### src/rtl/rr_grant_ctrl.sv
// Round-robin arbiter for 8 requesters with a bounded hold time.
// Drives a registered one-hot grant, its index, and an active-low 7-seg digit.
module rr_grant_ctrl #(
  parameter int MAX_HOLD = 4
) (
  input  logic       clk,
  input  logic       rst_n,
  input  logic       en_i,
  input  logic [7:0] req_i,
  output logic [7:0] gnt_o,
  output logic [2:0] gnt_idx_o,
  output logic       gnt_vld_o,
  output logic       timeout_o,
  output logic [6:0] seg_o
);

  localparam logic STATE_IDLE  = 1'b0;
  localparam logic STATE_GRANT = 1'b1;

  localparam int CW        = (MAX_HOLD < 8) ? 3 : $clog2(MAX_HOLD + 1);
  localparam int HOLD_LAST = (MAX_HOLD == 0) ? 0 : MAX_HOLD - 1;
  localparam logic [CW-1:0] HOLD_SAT = (MAX_HOLD == 0) ? {CW{1'b1}} : CW'(MAX_HOLD);

  logic          state_q, state_d;
  logic [2:0]    ptr_q, ptr_d;
  logic [2:0]    idx_q, idx_d;
  logic [7:0]    gnt_q, gnt_d;
  logic          vld_q, vld_d;
  logic          timeout_q, timeout_d;
  logic [CW-1:0] hold_q, hold_d;

  logic          found;
  logic [2:0]    winner;
  logic [2:0]    scanIdx;

  // First requester at or after ptr, wrapping modulo 8.
  always_comb begin
    found   = 1'b0;
    winner  = 3'd0;
    scanIdx = 3'd0;
    for (int i = 0; i < 8; i++) begin
      scanIdx = ptr_q + 3'(i);
      if (!found && req_i[scanIdx]) begin
        found  = 1'b1;
        winner = scanIdx;
      end
    end
  end

  always_comb begin
    state_d   = state_q;
    ptr_d     = ptr_q;
    idx_d     = idx_q;
    gnt_d     = gnt_q;
    vld_d     = vld_q;
    timeout_d = 1'b0;
    hold_d    = hold_q;
    case (state_q)
      STATE_IDLE: begin
        if (en_i && found) begin
          state_d = STATE_GRANT;
          idx_d   = winner;
          gnt_d   = 8'd1 << winner;
          vld_d   = 1'b1;
          hold_d  = '0;
        end
      end
      STATE_GRANT: begin
        // Release wins over pre-emption, so a dropped request never pulses timeout.
        if (!req_i[idx_q] || (MAX_HOLD != 0 && hold_q == CW'(HOLD_LAST))) begin
          state_d   = STATE_IDLE;
          ptr_d     = idx_q + 3'd1;
          idx_d     = 3'd0;
          gnt_d     = 8'd0;
          vld_d     = 1'b0;
          timeout_d = req_i[idx_q];
        end else if (hold_q != HOLD_SAT) begin
          hold_d = hold_q + 1'b1;
        end
      end
      default: state_d = STATE_IDLE;
    endcase
  end

  always_ff @(posedge clk or negedge rst_n) begin
    if (!rst_n) begin
      state_q   <= STATE_IDLE;
      ptr_q     <= 3'd0;
      idx_q     <= 3'd0;
      gnt_q     <= 8'd0;
      vld_q     <= 1'b0;
      timeout_q <= 1'b0;
      hold_q    <= '0;
    end else begin
      state_q   <= state_d;
      ptr_q     <= ptr_d;
      idx_q     <= idx_d;
      gnt_q     <= gnt_d;
      vld_q     <= vld_d;
      timeout_q <= timeout_d;
      hold_q    <= hold_d;
    end
  end

  // Decoded only from registered state so the display never glitches.
  always_comb begin
    seg_o = 7'b1111111;
    if (vld_q) begin
      case (idx_q)
        3'd0: seg_o = 7'b0000001;
        3'd1: seg_o = 7'b1001111;
        3'd2: seg_o = 7'b0010010;
        3'd3: seg_o = 7'b0000110;
        3'd4: seg_o = 7'b1001100;
        3'd5: seg_o = 7'b0100100;
        3'd6: seg_o = 7'b0100000;
        3'd7: seg_o = 7'b0001111;
        default: seg_o = 7'b1111111;
      endcase
    end
  end

  assign gnt_o     = gnt_q;
  assign gnt_idx_o = idx_q;
  assign gnt_vld_o = vld_q;
  assign timeout_o = timeout_q;

endmodule

### config.mk
export PLATFORM = sky130hd
export DESIGN_NAME = rr_grant_ctrl
export DESIGN_NICKNAME = d
export VERILOG_FILES = /design/src/rtl/rr_grant_ctrl.sv
export SDC_FILE = /design/constraint.sdc
export NUM_CORES = 1
export LEC_CHECK = 0
export ABC_AREA = 1
export CAP_MARGIN = 5
export CORE_MARGIN = 2
export CORE_UTILIZATION = 47
export CTS_CLUSTER_SIZE = 30
export DETAILED_ROUTE_END_ITERATION = 7
export PLACE_DENSITY_LB_ADDON = 0.08
export SYNTH_ARGS = -nofsm -noshare
export SYNTH_HDL_FRONTEND = slang
export SYNTH_SLANG_ARGS = --single-unit
### constraint.sdc
create_clock -name clk -period 2.3 [get_ports clk]
set_input_delay 0.23 -clock clk [delete_from_list [all_inputs] [get_ports clk]]
set_output_delay 0.23 -clock clk [all_outputs]
set_load 0.005 [all_outputs]
==> results of run 1 <==
-- cell type report --
cell class                 instances  area (sq um)
fill                             349          1360
clock buffer                       3          41.3
sequential                        20           502
multi-input combinational        227          1450
inverter                          31           128
tap                               50          62.6
timing repair buffer              50           462
clock inverter                     1          30.0
-- worst paths after layout --
kind / from / endpoint / slack [ps] / depth (start not counted)
worst max register to register: ptr_q[1] / gnt_o[5] / 30 / 12
min in group clk: gnt_o[4] / gnt_o[4] / 480 / 2
worst max-delay path: ptr_q[1] / gnt_o[5] / 30 / 12
max in group asynchronous: rst_n / ptr_q[2] / 1760 / 2
worst min-delay path: rst_n / gnt_idx_o[2] / 320 / 2
worst min register to register: gnt_o[4] / gnt_o[4] / 480 / 2
-- kinds of logic after synthesis --
logic type | count (synthesis)
AND/OR/NAND/NOR | 183
buffers and inverters | 36
AO/OA/AOI/OAI | 29
flip-flops | 20
adder cells (fa/ha/maj) | 10
XOR/XNOR | 5
-- power groups by stage --
stage          clock (mW)  combinational (mW)  sequential [mW]
6_report            0.345                3.78            0.602
2_1_floorplan           0                2.36            0.574
3_3_place_gp            0                3.24            0.599
3_5_place_dp            0                3.27            0.602
5_1_grt             0.367                4.14            0.624
4_1_cts             0.352                3.31            0.595
-- registers in the layout, summed over array words and instances (netlist names) --
signal	flops
gnt_idx_o	3
gnt_o	8
gnt_vld_o	1
hold_q	3
ptr_q	3
state_q	1
timeout_o	1
-- metal layers --
metal	up-vias	global-route usage	wire length (um)	part of all wire
li1	1017	-	-	-
met1	925	0.289	2250	0.46
met2	52	0.357	2450	0.50
met3	8	0.0244	181	0.037
met4	0	0.0221	31	0.0063
met5	-	0	0	0
-- what timing repair did --
action                                  4_1_cts  5_1_grt
buffers inserted                              0        7
pin swaps                                     0        9
endpoints found under the setup margin       12       16
resized for setup                             2       31
-- cells in the mapped netlist, types with 2 or more instances --
master / count / area share
sky130_fd_sc_hd__o21ai_0: 13 / 0.033
sky130_fd_sc_hd__nand2_2: 8 / 0.025
sky130_fd_sc_hd__buf_6: 3 / 0.017
sky130_fd_sc_hd__inv_1: 24 / 0.046
sky130_fd_sc_hd__o22ai_1: 3 / 0.0095
sky130_fd_sc_hd__o211ai_1: 3 / 0.011
sky130_fd_sc_hd__nor2_1: 26 / 0.049
sky130_fd_sc_hd__ha_1: 10 / 0.063
sky130_fd_sc_hd__a21oi_1: 2 / 0.0051
sky130_fd_sc_hd__o21ai_1: 4 / 0.010
sky130_fd_sc_hd__nand3_2: 12 / 0.061
sky130_fd_sc_hd__nand4_1: 4 / 0.013
sky130_fd_sc_hd__dfrtp_1: 20 / 0.25
sky130_fd_sc_hd__nand2_4: 5 / 0.029
sky130_fd_sc_hd__xnor2_1: 2 / 0.0089
sky130_fd_sc_hd__nand3_1: 31 / 0.079
sky130_fd_sc_hd__nand2_1: 91 / 0.17
sky130_fd_sc_hd__nor2_8: 2 / 0.020
sky130_fd_sc_hd__inv_2: 5 / 0.0095
==> impl_results.md, run 1 <==
- Status: completed
- Total power: 4.73 mW
- Global-route wire length before repair: 7520 um
- Num CTS Buffers: 3
- # placed instances: 371
- Critical path data required time: 2490 ps
- TritonCTS clock tree: built
- Fin util: 0.663
- DRT Pass-1 Iters: 7
- Unrepaired setup endpoints after global routing: true
- Post-route cell area: 2670 sq um
- Count of warnings emitted by yosys: 0
- Worst Path Class, Setup: register to register
- Final setup violation count: 0
- Syn_nets: 304
- TritonCTS sink count: 20
- Root Driver: sky130_fd_sc_hd__clkbuf_8
- Leakage power of the design: 1.33 nW
- Share of synthesized registers carrying an async set or reset: 1.00
- Crit path top cell by count: sky130_fd_sc_hd__nand2_1
- Power density relative to cell area: 1770 nW/um^2
- Final critical-path share of the clock period: 0.989
- Number of buffers and inverters on the critical path: 1
- Accumulated negative setup slack: 0 ps
- Switching share of total power: 0.530
- Overall routed net length: 4920 um
- Vias in the first global route: 1676
- Placement Setup Slack: -56.8 ps
- Residual DRC count: 0
- Max IR drop VDD: 0.758 mV
- Internal power: 2.22 mW
- Die area: 4730 sq um
- Netlist cell types: 34
- Initial antenna violation count: 0
- Dominant register cell in the synthesized netlist: sky130_fd_sc_hd__dfrtp_1
- Crit start category: register
- Stage delay of the slowest cell on the critical path: 400 ps
- NumNets Final: 354
- Hold Buf Count CTS: 0
- Synthesized-area fraction occupied by ao, oa, aoi and oai cells: 0.0900
- Count of H-tree levels built during CTS: 1
- Placed inst area: 2390 sq um
- Total core area: 4030 sq um
- GRT Overall Usage: 0.208
- Fin. Hold Viols: 0
- Kind of cell adding the most delay to the critical path: simple AND/OR/NAND/NOR gates
- Share of cells above drive strength 1: 0.256
- MaxCap Viol Count: 0
- Peak Freq: 440 MHz
- Adder-cell share of the synthesized area: 0.0634
- Post-Syn Area: 1970 sq um
- Total I/O pin count: 31
- Leading cell type in the layout, fill and taps excluded: sky130_fd_sc_hd__nand2_1
- Power share of the clock group: 0.073
- Initial Utilization: 0.490
- Synthesized area per cell: 6.97 sq um
- Detail Route Antenna Nets: 0
- DIE WIDTH: 68.8 um
- Period minus WS final: 2270 ps
- First-iteration detailed-routing DRC count: 119
- Post-synthesis to final-layout area growth: 35.3%
- Parity-gate share of the synthesized area counting xor and xnor cells: 0.0298
- Least setup slack across all paths after layout: 25.2 ps
- WL/cell: 12.9 um
- Clock skew after layout: 4.94 ps
- Tightest Pin Transition: 332 ps
- Buffer depth of the longest clock path: 2
- Vertical extent of the die: 68.8 um
- Routability congestion estimate from global placement: 0.856
- List of cells traversed by the critical path: clkinv_2 -> ha_4 -> nand3_2 -> nand2_1 -> nand2_1 -> nand2_2 -> nand4_4 -> nor2_8 -> nand4_2 -> a21oi_4 -> nand2_1 -> nand2_1
- Clock Latency Late Sink: 250 ps
- Type of the tightest min-delay check: input port to async pin
- Antenna cells: 0
- NetSw: 2.51 mW
- Pin count of the biggest net entering global routing: 21
- Number of max-slew violations in the final report: 0
- Slew margin rel.: 0.776
- Commonest cells after routing, fill and taps aside: 88 x sky130_fd_sc_hd__nand2_1, 30 x sky130_fd_sc_hd__clkdlybuf4s50_1, 26 x sky130_fd_sc_hd__nand3_1, 23 x sky130_fd_sc_hd__inv_1, 23 x sky130_fd_sc_hd__nor2_1
- Endpoint arrival time on the critical path: 2470 ps
- Number of standard cells in the final layout excluding fillers: 382
- Sequential area share after synthesis: 0.254
- Routed vias/inst: 5.24
- Sequential Power Share: 0.127
- Endpoint type of the worst setup path: register
- Clock-pin slew of the registers on the worst-case setup and hold paths: 80 ps
- Worst-case hold slack: 320 ps
- Half-perimeter wire length after detailed placement: 3680 um
- Total gr overflow: 0
- Power share of the combinational group: 0.800
- Detailed-route via count: 2002
- Dominant combinational cell family by area after synthesis: simple AND/OR/NAND/NOR gates
- Cell Rows: 23
- Largest fanout on the critical path: 8
- #FFs+latches synth: 20
- Post-synthesis mux area share: 0
- Number of flops mapped to enable cells by yosys: 0
- Critical-path cell with the highest stage delay: sky130_fd_sc_hd__dfrtp_1
- Area fraction in and, or, nand and nor cells after synthesis: 0.478
- Count of input and output buffers: 30
- Cells after synthesis: 283
(Power assumes the default switching activity.)
==> inputs of run 2 (changes only) <==
--- a/config.mk
+++ b/config.mk
@@ -12,6 +12,7 @@
 export CTS_CLUSTER_SIZE = 30
 export DETAILED_ROUTE_END_ITERATION = 7
 export PLACE_DENSITY_LB_ADDON = 0.08
+export SLEW_MARGIN = 40
 export SYNTH_ARGS = -nofsm -noshare
 export SYNTH_HDL_FRONTEND = slang
 export SYNTH_SLANG_ARGS = --single-unit
==> constraint.sdc (replaced) <==
create_clock -name clk -period 2.3 [get_ports clk]
set_input_delay 0.69 -clock clk [delete_from_list [all_inputs] [get_ports clk]]
set_output_delay 0.69 -clock clk [all_outputs]
set_load 0.005 [all_outputs]
==> impl_results.md, run 2 (synthesized netlist as in run 1, its figures left out) <==
- Status: completed
- Final critical-path share of the clock period: 0.989
- Overall routed net length: 5300 um
- Type of the tightest min-delay check: register to register
- Routability congestion estimate from global placement: 0.845
- Final setup violation count: 0
- Detail Route Antenna Nets: 0
- Accumulated negative setup slack: 0 ps
- Endpoint type of the worst setup path: register
- Num CTS Buffers: 3
- Period minus WS final: 2270 ps
- Critical-path cell with the highest stage delay: sky130_fd_sc_hd__dlygate4sd2_1
- Initial antenna violation count: 0
- Initial Utilization: 0.490
- Max IR drop VDD: 0.944 mV
- Worst R2R Path Depth: 15
- TritonCTS clock tree: built
- GRT Overall Usage: 0.228
- First-iteration detailed-routing DRC count: 111
- DIE WIDTH: 68.8 um
- Buffer depth of the longest clock path: 2
- Unrepaired setup endpoints after global routing: true
- Number of max-slew violations in the final report: 0
- Clock-pin slew of the registers on the worst-case setup and hold paths: 70 ps
- Fin. Hold Viols: 0
- Worst Path Class, Setup: input port to register
- Root Driver: sky130_fd_sc_hd__clkbuf_8
- Number of buffers and inverters on the critical path: 1
- Antenna cells: 0
- Total core area: 4030 sq um
- Routed vias/inst: 5.22
- Share of cells above drive strength 1: 0.356
- Stage delay of the slowest cell on the critical path: 290 ps
- Power density relative to cell area: 1780 nW/um^2
- Clock Latency Late Sink: 260 ps
- Total gr overflow: 0
- Leading cell type in the layout, fill and taps excluded: sky130_fd_sc_hd__nand2_1
- Leakage power of the design: 1.44 nW
- Cell Rows: 23
- Total I/O pin count: 31
- NumNets Final: 370
- Global-route wire length before repair: 8090 um
- Half-perimeter wire length after detailed placement: 3800 um
- WL/cell: 13.3 um
- Residual DRC count: 0
- Commonest cells after routing, fill and taps aside: 77 x sky130_fd_sc_hd__nand2_1, 32 x sky130_fd_sc_hd__buf_4, 21 x sky130_fd_sc_hd__nand3_1
- WP depth: 14
- Pin count of the biggest net entering global routing: 21
- TritonCTS sink count: 20
- Detailed-route via count: 2078
- Count of H-tree levels built during CTS: 1
- Hold Path Cell Cnt: 2
- Count of input and output buffers: 30
- Crit start category: input port
- MaxCap Viol Count: 0
- Post-synthesis to final-layout area growth: 44.4%
- Slew margin rel.: 0.641
- Number of flip-flops under the largest register name: 8
- Critical path data required time: 2500 ps
- List of cells traversed by the critical path: dlygate4sd2_1 -> nand2_2 -> nand3_4 -> nand3_2 -> nand2_4 -> nor2_8 -> nand4_4 -> nor2_8 -> nand2_4 -> nand2_2 -> nand2_4 -> a21oi_4 -> nand2_1 -> nand2_1
- Vertical extent of the die: 68.8 um
- Peak Freq: 440 MHz
- Tightest Pin Transition: 538 ps
- Endpoint arrival time on the critical path: 2480 ps
- Die area: 4730 sq um
- Clock skew after layout: 5.56 ps
- Largest fanout on the critical path: 8
- Crit path top cell by count: sky130_fd_sc_hd__nand2_4
- DRT Pass-1 Iters: 4
- Fin util: 0.707
- Vias in the first global route: 1815
- Kind of cell adding the most delay to the critical path: simple AND/OR/NAND/NOR gates
[run 2: cell types whose count changed in the layout (fill, tap and decap cells not counted), sizes merged]
cell,previous run,this run
dlygate4sd2,0,14
dlymetal6s2s,0,1
bufinv,1,0
buf,20,36
clkbuf,3,4
clkdlybuf4s50,30,15
[run 2: final cells by class]
| cell class | instances | area (sq um) |
|---|---|---|
| Clock buffer | 4 | 55.1 |
| Fill cell | 331 | 1180 |
| Inverter | 31 | 128 |
| Multi-Input combinational cell | 227 | 1530 |
| Sequential cell | 20 | 500 |
| Tap cell | 50 | 62.6 |
| Timing Repair Buffer | 66 | 571 |
[run 2: final timing paths]
check                          from        to  slack [ps]
setup / recovery           req_i[0]  gnt_o[5]          30
hold / removal             gnt_o[7]  gnt_o[7]         480
setup reg to reg           ptr_q[1]  gnt_o[5]          30
hold reg to reg            gnt_o[7]  gnt_o[7]         480
max in group asynchronous     rst_n  ptr_q[1]        1320
min in group asynchronous     rst_n  gnt_o[1]         760
[run 2: where the power goes]
part | total (mW) | internal, mW | leakage, nW | switching (mW)
Clock | 0.267 | 0.152 | 0.0288 | 0.114
Combinational | 4.21 | 1.73 | 1.15 | 2.47
Sequential | 0.587 | 0.473 | 0.261 | 0.114
[run 2: what timing repair did]
item,in CTS,in global routing
setup endpoints to repair,22,15
setup buffers,1,4
hold buffers,0,0
gates resized for setup,31,44
pin swaps,11,18
[run 2: metrics by stage]
stage	area, sq um	cells	worst slack [ps]	hold slack [ps]	power [mW]
6_report	2850	398	25.6	481	5.06
5_1_grt	2850	398	-107	507	5.52
4_1_cts	2640	394	19.5	483	4.55
3_5_place_dp	2530	389	-475	465	4.13
3_3_place_gp	2530	389	-420	466	4.10
2_1_floorplan	1980	283	1.94	394	2.93
[run 2: layer usage]
| metal | GRT usage | part of all wire | vias to the layer above |
|---|---|---|---|
| met5 | 0 | 0 | - |
| met4 | 0.0466 | 0.014 | 0 |
| met3 | 0.0373 | 0.042 | 11 |
| met2 | 0.397 | 0.51 | 48 |
| met1 | 0.298 | 0.44 | 965 |
| li1 | - | - | 1054 |
[run 2: worst reg2reg max path, cell delays in order, from the launching register on]
cell and delay, ps:
sky130_fd_sc_hd__dfrtp_1 380, sky130_fd_sc_hd__clkinv_2 90, sky130_fd_sc_hd__ha_4 280, sky130_fd_sc_hd__inv_6 110, sky130_fd_sc_hd__nand3_1 100, sky130_fd_sc_hd__nand2_2 110, sky130_fd_sc_hd__nand2_1 70, sky130_fd_sc_hd__nand2_2 130
sky130_fd_sc_hd__nand4_4 160, sky130_fd_sc_hd__nor2_8 210, sky130_fd_sc_hd__nand2_4 80, sky130_fd_sc_hd__nand2_2 90, sky130_fd_sc_hd__nand2_4 60, sky130_fd_sc_hd__a21oi_4 200, sky130_fd_sc_hd__nand2_1 90, sky130_fd_sc_hd__nand2_1 70
==> inputs of run 3 (changes only) <==
--- a/config.mk
+++ b/config.mk
@@ -8,9 +8,10 @@
 export ABC_AREA = 1
 export CAP_MARGIN = 5
 export CORE_MARGIN = 2
-export CORE_UTILIZATION = 47
+export CORE_UTILIZATION = 49
 export CTS_CLUSTER_SIZE = 30
 export DETAILED_ROUTE_END_ITERATION = 7
+export HOLD_SLACK_MARGIN = 0.1
 export PLACE_DENSITY_LB_ADDON = 0.08
 export SLEW_MARGIN = 40
 export SYNTH_ARGS = -nofsm -noshare
==> impl_results.md, run 3 (synthesized netlist as in run 1, its figures left out) <==
- Residual DRC count: 0
- Fin util: 0.738
- Root Driver: sky130_fd_sc_hd__clkbuf_8
- Share of cells above drive strength 1: 0.343
- Hold Path Cell Cnt: 2
- Fin. Hold Viols: 0
- Routability congestion estimate from global placement: 0.873
- Count of input and output buffers: 30
- Commonest cells after routing, fill and taps aside: 83 x sky130_fd_sc_hd__nand2_1, 37 x sky130_fd_sc_hd__buf_4, 25 x sky130_fd_sc_hd__nand3_1, 20 x sky130_fd_sc_hd__inv_1
- Half-perimeter wire length after detailed placement: 3910 um
- Vias in the first global route: 1935
- Die area: 4550 sq um
- Endpoint type of the worst setup path: register
- Overall routed net length: 5200 um
- TritonCTS sink count: 20
- Worst R2R Path Depth: 15
- Number of max-slew violations in the final report: 0
- NumNets Final: 375
- Post-route cell area: 2910 sq um
- Critical path data required time: 2500 ps
- Clock-pin slew of the registers on the worst-case setup and hold paths: 70 ps
- Initial antenna violation count: 0
- Buffer depth of the longest clock path: 2
- Grt peak-use layer: met2
- Pin count of the biggest net entering global routing: 21
- Total core area: 3940 sq um
- Clock skew after layout: 3.81 ps
- First-iteration detailed-routing DRC count: 82
- Placement Setup Slack: -424 ps
- Status: completed
- Least setup slack across all paths after layout: 27.5 ps
- Largest fanout on the critical path: 8
- Leading cell type in the layout, fill and taps excluded: sky130_fd_sc_hd__nand2_1
- Met3 GRT Util: 0.0200
- Final setup violation count: 0
- MaxCap Viol Count: 0
- Type of the tightest min-delay check: register to register
- Routed vias/inst: 5.26
- Detail Route Antenna Nets: 0
- Antenna cells: 0
- DRT Pass-1 Iters: 4
- Fill cell count: 311
- Vertical extent of the die: 67.5 um
- Number of flip-flops under the largest register name: 8
- WL/cell: 12.9 um
- Met2 Track Usage GR: 0.437
- Num CTS Buffers: 3
- Final critical-path share of the clock period: 0.988
- Slew margin rel.: 0.774
- Global-route wire length before repair: 8420 um
- Period minus WS final: 2270 ps
- GRT Overall Usage: 0.242
- Total I/O pin count: 31
- Unrepaired setup endpoints after global routing: true
- Detailed-route via count: 2121
- Cell Rows: 23
- Worst Path Class, Setup: input port to register
- GR Layer Usage met1: 0.300
- Peak Freq: 440 MHz
- Endpoint arrival time on the critical path: 2470 ps
- Placed inst area: 2530 sq um
- Crit start category: input port
- TritonCTS clock tree: built
- Total gr overflow: 0
- Tightest Pin Transition: 339 ps
- Clock Latency Late Sink: 260 ps
- DIE WIDTH: 67.5 um
- Initial Utilization: 0.500
- Count of H-tree levels built during CTS: 1
- Post-synthesis to final-layout area growth: 47.6%
run 3: cell types whose count changed in the layout (fill, tap and decap cells not counted), moves of 3 or more:
cell	before	now
sky130_fd_sc_hd__nand3_2	16	9
sky130_fd_sc_hd__nand2_2	20	14
sky130_fd_sc_hd__nand3_4	7	10
sky130_fd_sc_hd__nand3_1	21	25
sky130_fd_sc_hd__nand2_1	77	83
sky130_fd_sc_hd__buf_4	32	37
run 3: routing by layer:
layer | vias up | wire length, um
li1 | 1063 | -
met1 | 1001 | 2220
met2 | 44 | 2720
met3 | 13 | 146
met4 | 0 | 124
met5 | - | 0
run 3: critical path: stages:
cell	delay [ps]
sky130_fd_sc_hd__dlygate4sd2_1	270
sky130_fd_sc_hd__nand2_1	100
sky130_fd_sc_hd__nand3_2	120
sky130_fd_sc_hd__nand3_4	120
sky130_fd_sc_hd__nand2_4	80
sky130_fd_sc_hd__nor2_8	140
sky130_fd_sc_hd__nand4_4	150
sky130_fd_sc_hd__nor2_8	200
sky130_fd_sc_hd__nand4_1	190
sky130_fd_sc_hd__inv_2	110
sky130_fd_sc_hd__nor2_4	40
sky130_fd_sc_hd__nor2_2	110
sky130_fd_sc_hd__nand2_1	60
sky130_fd_sc_hd__nand2_1	60
run 3: cell type report:
type	instances	area [sq um]	area share
multi-input cells	227	1540	0.530
repair buffers	71	618	0.212
flip-flops and latches	20	502	0.172
inverters	31	130	0.0447
well taps	50	62.6	0.0215
clock buffers	4	55.1	0.0189
run 3: final timing paths:
path	startpoint	to	slack (ps)
setup reg to reg	ptr_q[1]	gnt_o[7]	40
hold reg to reg	gnt_o[5]	gnt_o[5]	490
max in group asynchronous	rst_n	ptr_q[2]	1310
hold / removal	gnt_o[5]	gnt_o[5]	490
setup / recovery	req_i[5]	gnt_o[7]	30
min in group asynchronous	rst_n	timeout_o	760
run 3: through the flow:
step                      hold slack [ps]  cells  TNS [ps]
after global placement                469    390     -5760
after global routing                  501    403     -1090
after floorplan                       394    283         0
after detailed placement              470    390     -6260
final                                 487    403         0
after CTS                             490    396         0
run 3: timing repair:
item	4_1_cts	5_1_grt
hold buffers	0	0
setup buffers	3	7
setup endpoints to repair	22	17
resized for setup	34	37
pin swaps	19	20
Power of run 3 is not shown: default switching activity piles up to over one toggle a cycle in this logic, so the estimate is an artifact.
